[src/rtl/stopwatch_lap.sv]
// BCD stopwatch (HH:MM:SS.CC) with preset load and a first-word fall-through lap FIFO.
// Define STOPWATCH_LAP_DOWN_COUNT_EN for down-counting; the time output is time_bcd because "time" is reserved.
module stopwatch_lap #(
    parameter int unsigned DIV       = 500000,
    parameter int unsigned LAP_DEPTH = 4,
    parameter int unsigned HOUR_MAX  = 99
) (
    input  logic        clk,
    input  logic        reset,
    input  logic        start_stop,
    input  logic        clear,
    input  logic        load,
    input  logic [31:0] preset,
    input  logic        mode,
    input  logic        lap,
    input  logic        lap_ready,
    output logic [31:0] time_bcd,
    output logic        running,
    output logic        done,
    output logic [31:0] lap_data,
    output logic        lap_valid,
    output logic        lap_overflow
);

    localparam int unsigned PW = $clog2(DIV);
    localparam int unsigned AW = $clog2(LAP_DEPTH);
    localparam logic [PW-1:0] PRE_LAST = PW'(DIV - 1);
    localparam logic [AW:0] FULL_CNT = (AW + 1)'(LAP_DEPTH);
    localparam logic [7:0] HOUR_MAX_BCD = 8'(((HOUR_MAX / 10) << 4) | (HOUR_MAX % 10));

    typedef enum logic {
        STOPPED,
        RUNNING
    } run_state_e;

    // Returns {next digit, carry out}.
    function automatic logic [4:0] dig_inc(input logic [3:0] d, input logic [3:0] top,
                                           input logic cin);
        if (!cin) return {d, 1'b0};
        else if (d == top) return {4'd0, 1'b1};
        else return {d + 4'd1, 1'b0};
    endfunction

    function automatic logic [31:0] time_inc(input logic [31:0] t);
        logic [31:0] r;
        logic        c;
        r = t;
        {r[3:0],   c} = dig_inc(t[3:0],   4'd9, 1'b1);
        {r[7:4],   c} = dig_inc(t[7:4],   4'd9, c);
        {r[11:8],  c} = dig_inc(t[11:8],  4'd9, c);
        {r[15:12], c} = dig_inc(t[15:12], 4'd5, c);
        {r[19:16], c} = dig_inc(t[19:16], 4'd9, c);
        {r[23:20], c} = dig_inc(t[23:20], 4'd5, c);
        if (c) begin
            if (t[31:24] == HOUR_MAX_BCD) r[31:24] = '0;
            else if (t[27:24] == 4'd9) r[31:24] = {t[31:28] + 4'd1, 4'd0};
            else r[27:24] = t[27:24] + 4'd1;
        end
        return r;
    endfunction

    function automatic logic preset_ok(input logic [31:0] p);
        return (p[3:0] <= 4'd9) && (p[7:4] <= 4'd9) && (p[11:8] <= 4'd9) &&
               (p[15:12] <= 4'd5) && (p[19:16] <= 4'd9) && (p[23:20] <= 4'd5) &&
               (p[27:24] <= 4'd9) && (p[31:24] <= HOUR_MAX_BCD);
    endfunction

    run_state_e    state_q, state_d;
    logic [31:0]   time_q, time_d;
    logic [PW-1:0] pre_q, pre_d;
    logic          done_q, done_d;
    logic          tick, load_ok, ss_block, zero_hit;
    logic [31:0]   stepped;

    assign tick    = (state_q == RUNNING) && (pre_q == PRE_LAST);
    assign load_ok = load && (state_q == STOPPED) && preset_ok(preset);

`ifdef STOPWATCH_LAP_DOWN_COUNT_EN
    function automatic logic [4:0] dig_dec(input logic [3:0] d, input logic [3:0] top,
                                           input logic bin);
        if (!bin) return {d, 1'b0};
        else if (d == 4'd0) return {top, 1'b1};
        else return {d - 4'd1, 1'b0};
    endfunction

    // Saturates at zero so a down tick can never underflow into HOUR_MAX.
    function automatic logic [31:0] time_dec(input logic [31:0] t);
        logic [31:0] r;
        logic        b;
        r = t;
        if (t != '0) begin
            {r[3:0],   b} = dig_dec(t[3:0],   4'd9, 1'b1);
            {r[7:4],   b} = dig_dec(t[7:4],   4'd9, b);
            {r[11:8],  b} = dig_dec(t[11:8],  4'd9, b);
            {r[15:12], b} = dig_dec(t[15:12], 4'd5, b);
            {r[19:16], b} = dig_dec(t[19:16], 4'd9, b);
            {r[23:20], b} = dig_dec(t[23:20], 4'd5, b);
            if (b) begin
                if (t[27:24] == 4'd0) r[31:24] = {t[31:28] - 4'd1, 4'd9};
                else r[27:24] = t[27:24] - 4'd1;
            end
        end
        return r;
    endfunction

    assign stepped  = mode ? time_dec(time_q) : time_inc(time_q);
    assign zero_hit = tick && mode && (stepped == '0);
    assign ss_block = mode && (time_q == '0);
`else
    logic unused_mode;
    assign unused_mode = mode;
    assign stepped     = time_inc(time_q);
    assign zero_hit    = 1'b0;
    assign ss_block    = 1'b0;
`endif

    always_comb begin
        state_d = state_q;
        time_d  = time_q;
        pre_d   = pre_q;
        done_d  = 1'b0;
        if (clear) begin
            state_d = STOPPED;
            time_d  = '0;
            pre_d   = '0;
        end else if (load_ok) begin
            time_d = preset;
            pre_d  = '0;
        end else begin
            if (state_q == RUNNING) pre_d = tick ? '0 : pre_q + 1'b1;
            if (tick) time_d = stepped;
            // Tick is applied first; a simultaneous start_stop toggles afterwards.
            if (zero_hit) begin
                state_d = STOPPED;
                done_d  = 1'b1;
            end else if (start_stop && !ss_block) begin
                state_d = (state_q == RUNNING) ? STOPPED : RUNNING;
            end
        end
    end

    always_ff @(posedge clk) begin
        if (reset) begin
            state_q <= STOPPED;
            time_q  <= '0;
            pre_q   <= '0;
            done_q  <= 1'b0;
        end else begin
            state_q <= state_d;
            time_q  <= time_d;
            pre_q   <= pre_d;
            done_q  <= done_d;
        end
    end

    assign time_bcd = time_q;
    assign running  = (state_q == RUNNING);
    assign done     = done_q;

    logic [31:0]   lap_mem [LAP_DEPTH];
    logic [AW-1:0] wr_ptr, rd_ptr;
    logic [AW:0]   count;
    logic          full, push, pop;

    assign lap_valid = (count != '0);
    assign full      = (count == FULL_CNT);
    assign pop       = lap_valid && lap_ready && !clear;
    assign push      = lap && !clear && (!full || pop);

    always_ff @(posedge clk) begin
        if (reset || clear) begin
            wr_ptr       <= '0;
            rd_ptr       <= '0;
            count        <= '0;
            lap_overflow <= 1'b0;
        end else begin
            if (push) wr_ptr <= wr_ptr + 1'b1;
            if (pop) rd_ptr <= rd_ptr + 1'b1;
            if (push && !pop) count <= count + 1'b1;
            else if (pop && !push) count <= count - 1'b1;
            if (lap && full && !pop) lap_overflow <= 1'b1;
        end
    end

    always_ff @(posedge clk) begin
        if (push) lap_mem[wr_ptr] <= time_q;
    end

    // Stale storage is never exposed: the output reads zero whenever the FIFO is empty.
    assign lap_data = lap_valid ? lap_mem[rd_ptr] : '0;

endmodule

[config.mk]
export PLATFORM = sky130hd
export DESIGN_NAME = stopwatch_lap
export DESIGN_NICKNAME = d
export VERILOG_FILES = /design/src/rtl/stopwatch_lap.sv
export SDC_FILE = /design/constraint.sdc
export NUM_CORES = 1
export LEC_CHECK = 0
export BUFFER_PORTS_ARGS = -buffer_cell sky130_fd_sc_hd__buf_2
export CORE_MARGIN = 3
export CORE_UTILIZATION = 50
export CTS_CLUSTER_DIAMETER = 150
export DETAILED_ROUTE_END_ITERATION = 6
export PLACE_DENSITY = 0.71
export SYNTH_ARGS = -nofsm -noshare
export SYNTH_HDL_FRONTEND = slang
export SYNTH_SLANG_ARGS = --single-unit
[constraint.sdc]
create_clock -name clk -period 2.7 [get_ports clk]
set_input_delay 0.54 -clock clk [delete_from_list [all_inputs] [get_ports clk]]
set_output_delay 0.54 -clock clk [all_outputs]
set_load 0.02 [all_outputs]
* Word level (Yosys, flattened, before mapping)
Memory sizes are Yosys's and may differ from the RTL's. A register that Yosys moved wholly into a read port is not among the register bits.
Cells that the tools add are included.
** Word-level totals
- Input port bits :: 40
- Memories kept :: 1
- Logic and storage cells :: 118
- RAM bits :: 128
- Flip-flop bits (word level) :: 60
** Operators by class
- Add/sub/neg operators :: 13
- $lt $le $gt $ge :: 8
- Reductions and logical operators :: 44
- Mux-type cells :: 26
- Bitwise logic cells :: 2
- Equality and inequality tests :: 10
** Memory list
- lap_mem :: words 4, width 32, rd ports 1, clocked after memory_dff 1, wr ports 1, line 160 : logic [31:0] lap_mem [LAP_DEPTH];
** Operators by type and width (count)
- $mux W32 :: 3
- $mux W5 :: 11
- $add A4 B1 Y4 const B :: 8
- $eq A4 B4 Y1 const B :: 5
- $le A4 B4 Y1 const B :: 5
- $add A19 B1 Y19 const B :: 1
- $eq A19 B19 Y1 const B :: 1
- $mux W19 :: 1
- $logic_and A1 B1 Y1 :: 18
- $mux W8 :: 2
- $reduce_bool A2 Y1 :: 8
- $reduce_and A2 Y1 :: 7
- $eq A4 B3 Y1 const B :: 2
- $eq A8 B8 Y1 const B :: 1
- $le A4 B3 Y1 const B :: 2
- $le A8 B8 Y1 const B :: 1
- $mux W4 :: 2
- $mux W3 :: 2
- $reduce_bool A3 Y1 :: 2
- $add A2 B1 Y2 const B :: 2
- $logic_not A1 Y1 :: 4
- $mux W2 :: 2
- $add A3 B1 Y3 const B :: 1
- $eq A3 B3 Y1 const B :: 1
- other kinds (7) :: 11

* Depth between registers and ports, before layout
- Word-level depth :: 11
- Gate-level depth with buffers :: 10
- Gate-level depth less buffers :: 10

* Least setup slack after synthesis
Ideal clock, no wire load.
- Path kind :: reg-to-reg
- Start point :: register time_q[8], in the netlist time_bcd[8]
- End point :: register time_q[29], in the netlist time_bcd[29]
- Required time :: 2568 ps
- Path slack :: 334 ps
- Data arrival time :: 2233 ps
- Period minus slack after synthesis :: 2366 ps
- Library setup time :: 132 ps
- Stages on the path, launching flop included :: 8
- Path through :: dfxtp_1 > ha_1 > and3b_1 > clkbuf_1 > nand4_1 > nor4_1 > mux2i_1 > a21oi_1
** Between the ends
- Word-level cells in the longest chain between the ends :: 8
** Ends and longest elaborated chain
- start: declaration :: line 69 : logic [31:0] time_q, time_d;
- start signal: assignment :: line 150 : time_q <= time_d;
- $eq A4 B4 Y1 :: line 40 : else if (d == top) return {4'd0, 1'b1};
- $mux W5 :: line 40
- $mux W5 (4 in series) :: line 39 : if (!cin) return {d, 1'b0};
- $reduce_bool A2 Y1 (no source line)
- $reduce_and A3 Y1 (no source line)
No other way between the ends. The select of a mux whose other input is x is not followed.
A chain may end at the register's enable or synchronous reset.

* Worst setup path in the final report
- Start point :: register pre_q[10]
- End point :: register time_q[15], in the netlist time_bcd[15]
** Between the ends
- Word-level cells in the longest chain between the ends :: 4
** Ends and longest elaborated chain
- start: declaration :: line 70 : logic [PW-1:0] pre_q, pre_d;
- start signal: assignment :: line 151 : pre_q <= pre_d;
- $eq A19 B19 Y1 :: line 75 : assign tick = (state_q == RUNNING) && (pre_q == PRE_LAST);
- $logic_and A1 B1 Y1 :: line 75
- $reduce_bool A2 Y1 (no source line)
- $reduce_and A2 Y1 (no source line)
No other way between the ends.

==> results.md <==
- PwrDens: between 600 and 700 nW/um^2
- Detailed Route WL: between 15000 and 20000 um
- Tot Pwr: 5960 uW
- Longest Clk Path Bufs: 2
- Initial antenna violation count: 0
- Clock transition at path regs: around 0.07 ns
- Crit path max fanout: 5
- Largest net degree at the start of global routing: 34
- Vias in the first global route: between 5000 and 6000
- GRT Util Overall: 0.216
- Synth Register Bits: 190
- Most common cell in the netlist: edfxtp_1
- Synth Cell Area: around 8300 sq um
- First-pass DRT Iterations: 4
- Flop2flop setup slack: 0.19 ns
- Die area: between 15000 and 20000 sq um
- Mean Syn Cell Area: about 13 sq um
- Hold Vio Cnt, Final: 0
- Async set or reset register ratio after synthesis: 0
- Nets: 811
- Status: completed
- H-tree depth: 4
- Startpoint Class: register
- Sinks on Clock Net: 190
- ANT cells: 0
- Final worst-path cycle share: 0.929
- TritonCTS clock tree: built
- Post_cts resized: 0
- Share of layout cells above drive strength 1: 0.261
- 1st-iter DRT viols: approximately 470
- Max frequency: between 300 and 400 MHz
- Final setup fails: 0
- Sum Neg Setup Slack: 0 ns
- Slowest cell delay on critical path: ~0.60 ns
- Maximum vdd ir drop: around 0.40 mV
- Routed Antenna Nets: 0
- Dpl ws: ~0.10 ns
- Yosys warning total: 0
- Max stage delay cell, worst path: or4_4
- Area leader, netlist: edfxtp_1
- Final Util: 0.614
- Lkg Pwr: approximately 0.0036 uW
- Die W: 135 um
- Global-route wire length before repair: between 20000 and 30000 um
- WL/cell: approximately 19 um
- EDFF count, synth: 128
- Post-synth top area share: 0.463
- HP Class: in -> reg
- Ports: about 110
- DR vias/cell: 5.73
- RSZ-0062 raised after global routing: no
- Worst-skew pair later-pin latency: roughly 0.43 ns
- Routed via count: roughly 5600
- Syn-to-layout area delta: 18.7%
- Slew Limit Fails: 0
- Main flop type after synthesis: edfxtp_1
- Total CTS buffers: 17
- Critical path data required time: about 3.1 ns
- Total grt overflow: 0
- Port bufs: roughly 110
- Max-slew headroom at the worst pin: 0.498
- Top cells by area, synth: edfxtp_1 46%, dfxtp_1 15%, mux4_2 8.7%, ha_1 3.0%, nor2b_1 2.7%
- Initial Util: 0.517
- Setup bufs post-CTS: 0
- Post-synth net total: 690
- Final WS setup: ~0.19 ns
- Setup crit end kind: register
- Cell variety after synth: 55
- Hold buffers post-CTS: 0
- GPL Wtd Cong: 0.809
- Die Ht: 135 um
- Maxcap violations: 0
- Detail Placement HPWL: roughly 13000 um
- Setup CP Type: reg -> reg
- Final min period: around 2.5 ns
- Sequential fraction of the synthesis area: 0.612
- Syn Inst Count: 629
- CTS root buffer: clkbuf_16
- Drc violations: 0
- Final Skew: 0.00730 ns
- Rows: 46
- Hold slack: approximately 0.36 ns
- Core ar.: around 16000 sq um
- Commonest cells in the netlist: 128 x edfxtp_1, 62 x dfxtp_1, 47 x nor2_1, 40 x o21ai_0, 36 x nor2b_1
- Crit path DAT: roughly 2.9 ns
- CP Cell Sequence: or4b_1 -> or4_4 -> or2_1 -> or4_1 -> a21oi_1
- Least-Margin Pin Slew: between 0.7 and 0.8 ns
-- cell families after synthesis --
| kind of cell | synth area share |
|---|---|
| and+or+nand+nor | 0.137 |
| buffers and inverters | 0.0225 |
| xor gates and xnor gates | 0.0253 |
| other | 0.000452 |
| AOI/OAI and AO/OA | 0.0661 |
| muxes | 0.104 |
| adders and majority gates | 0.0325 |
| DFF | 0.612 |
-- critical path: cells and delay by family, from the launching register on --
| kind | cells | cell delay (ns) |
|---|---|---|
| simple gates | 4 | 1.93 |
| flops | 1 | 0.35 |
| compound gates | 1 | 0.16 |
-- per-stage QoR --
step | cells | instance area [sq um]
3_3_place_gp | 947 | 9250
6_report | 979 | 9850
5_1_grt | 979 | 9850
4_1_cts | 979 | 9850
2_1_floorplan | 629 | 8300
3_5_place_dp | 947 | 9250
-- layer usage --
metal	track usage	up-vias	share of wire
met5	0	-	0
met4	0.0713	0	0.015
met3	0.0428	16	0.060
met2	0.368	180	0.51
met1	0.278	2793	0.41
li1	-	2616	-
-- area by class of cell --
type                       instances  area [sq um]
fill                            1251          6200
tap                              216           270
timing repair buffer             130           776
sequential                       190          5090
clock inverter                     8           104
multi-input combinational        391          3040
inverter                          20          75.1
clock buffer                      24           503
-- power by group --
part / internal [uW] / switching (uW)
clock: 1500 / 1020
combinational: 120 / 193
sequential: 3110 / 14.4
-- final timing paths --
| path | to | startpoint | cells after the start |
|---|---|---|---|
| max | time_bcd[15]$_SDFFE_PP0P_ | pre_q[10]$_SDFFE_PP0P_ | 5 |
| min | time_bcd[28]$_SDFFE_PP0P_ | preset[28] | 2 |
| max reg2reg | time_bcd[15]$_SDFFE_PP0P_ | pre_q[10]$_SDFFE_PP0P_ | 5 |
| min reg2reg | lap_overflow$_SDFFE_PP0P_ | lap_overflow$_SDFFE_PP0P_ | 2 |
-- placed cells by master (no fill, tap or decap), drive strengths merged, types with 24 or more instances in the layout --
cell type    n
nand3       32
mux4        32
dfxtp       62
clkbuf      24
a21oi       28
nor2b       36
nor2        47
o21ai       41
edfxtp     128
buf        130
-- sequential cells by signal, summed over array words and instances (netlist names), named ones only --
| register | count |
|---|---|
| rd_ptr | 2 |
| time_bcd | 32 |
| lap_mem | 128 |
| pre_q | 19 |
| running | 1 |
| lap_overflow | 1 |
| wr_ptr | 2 |
| count | 3 |
Power figures use the tool's default switching activity.
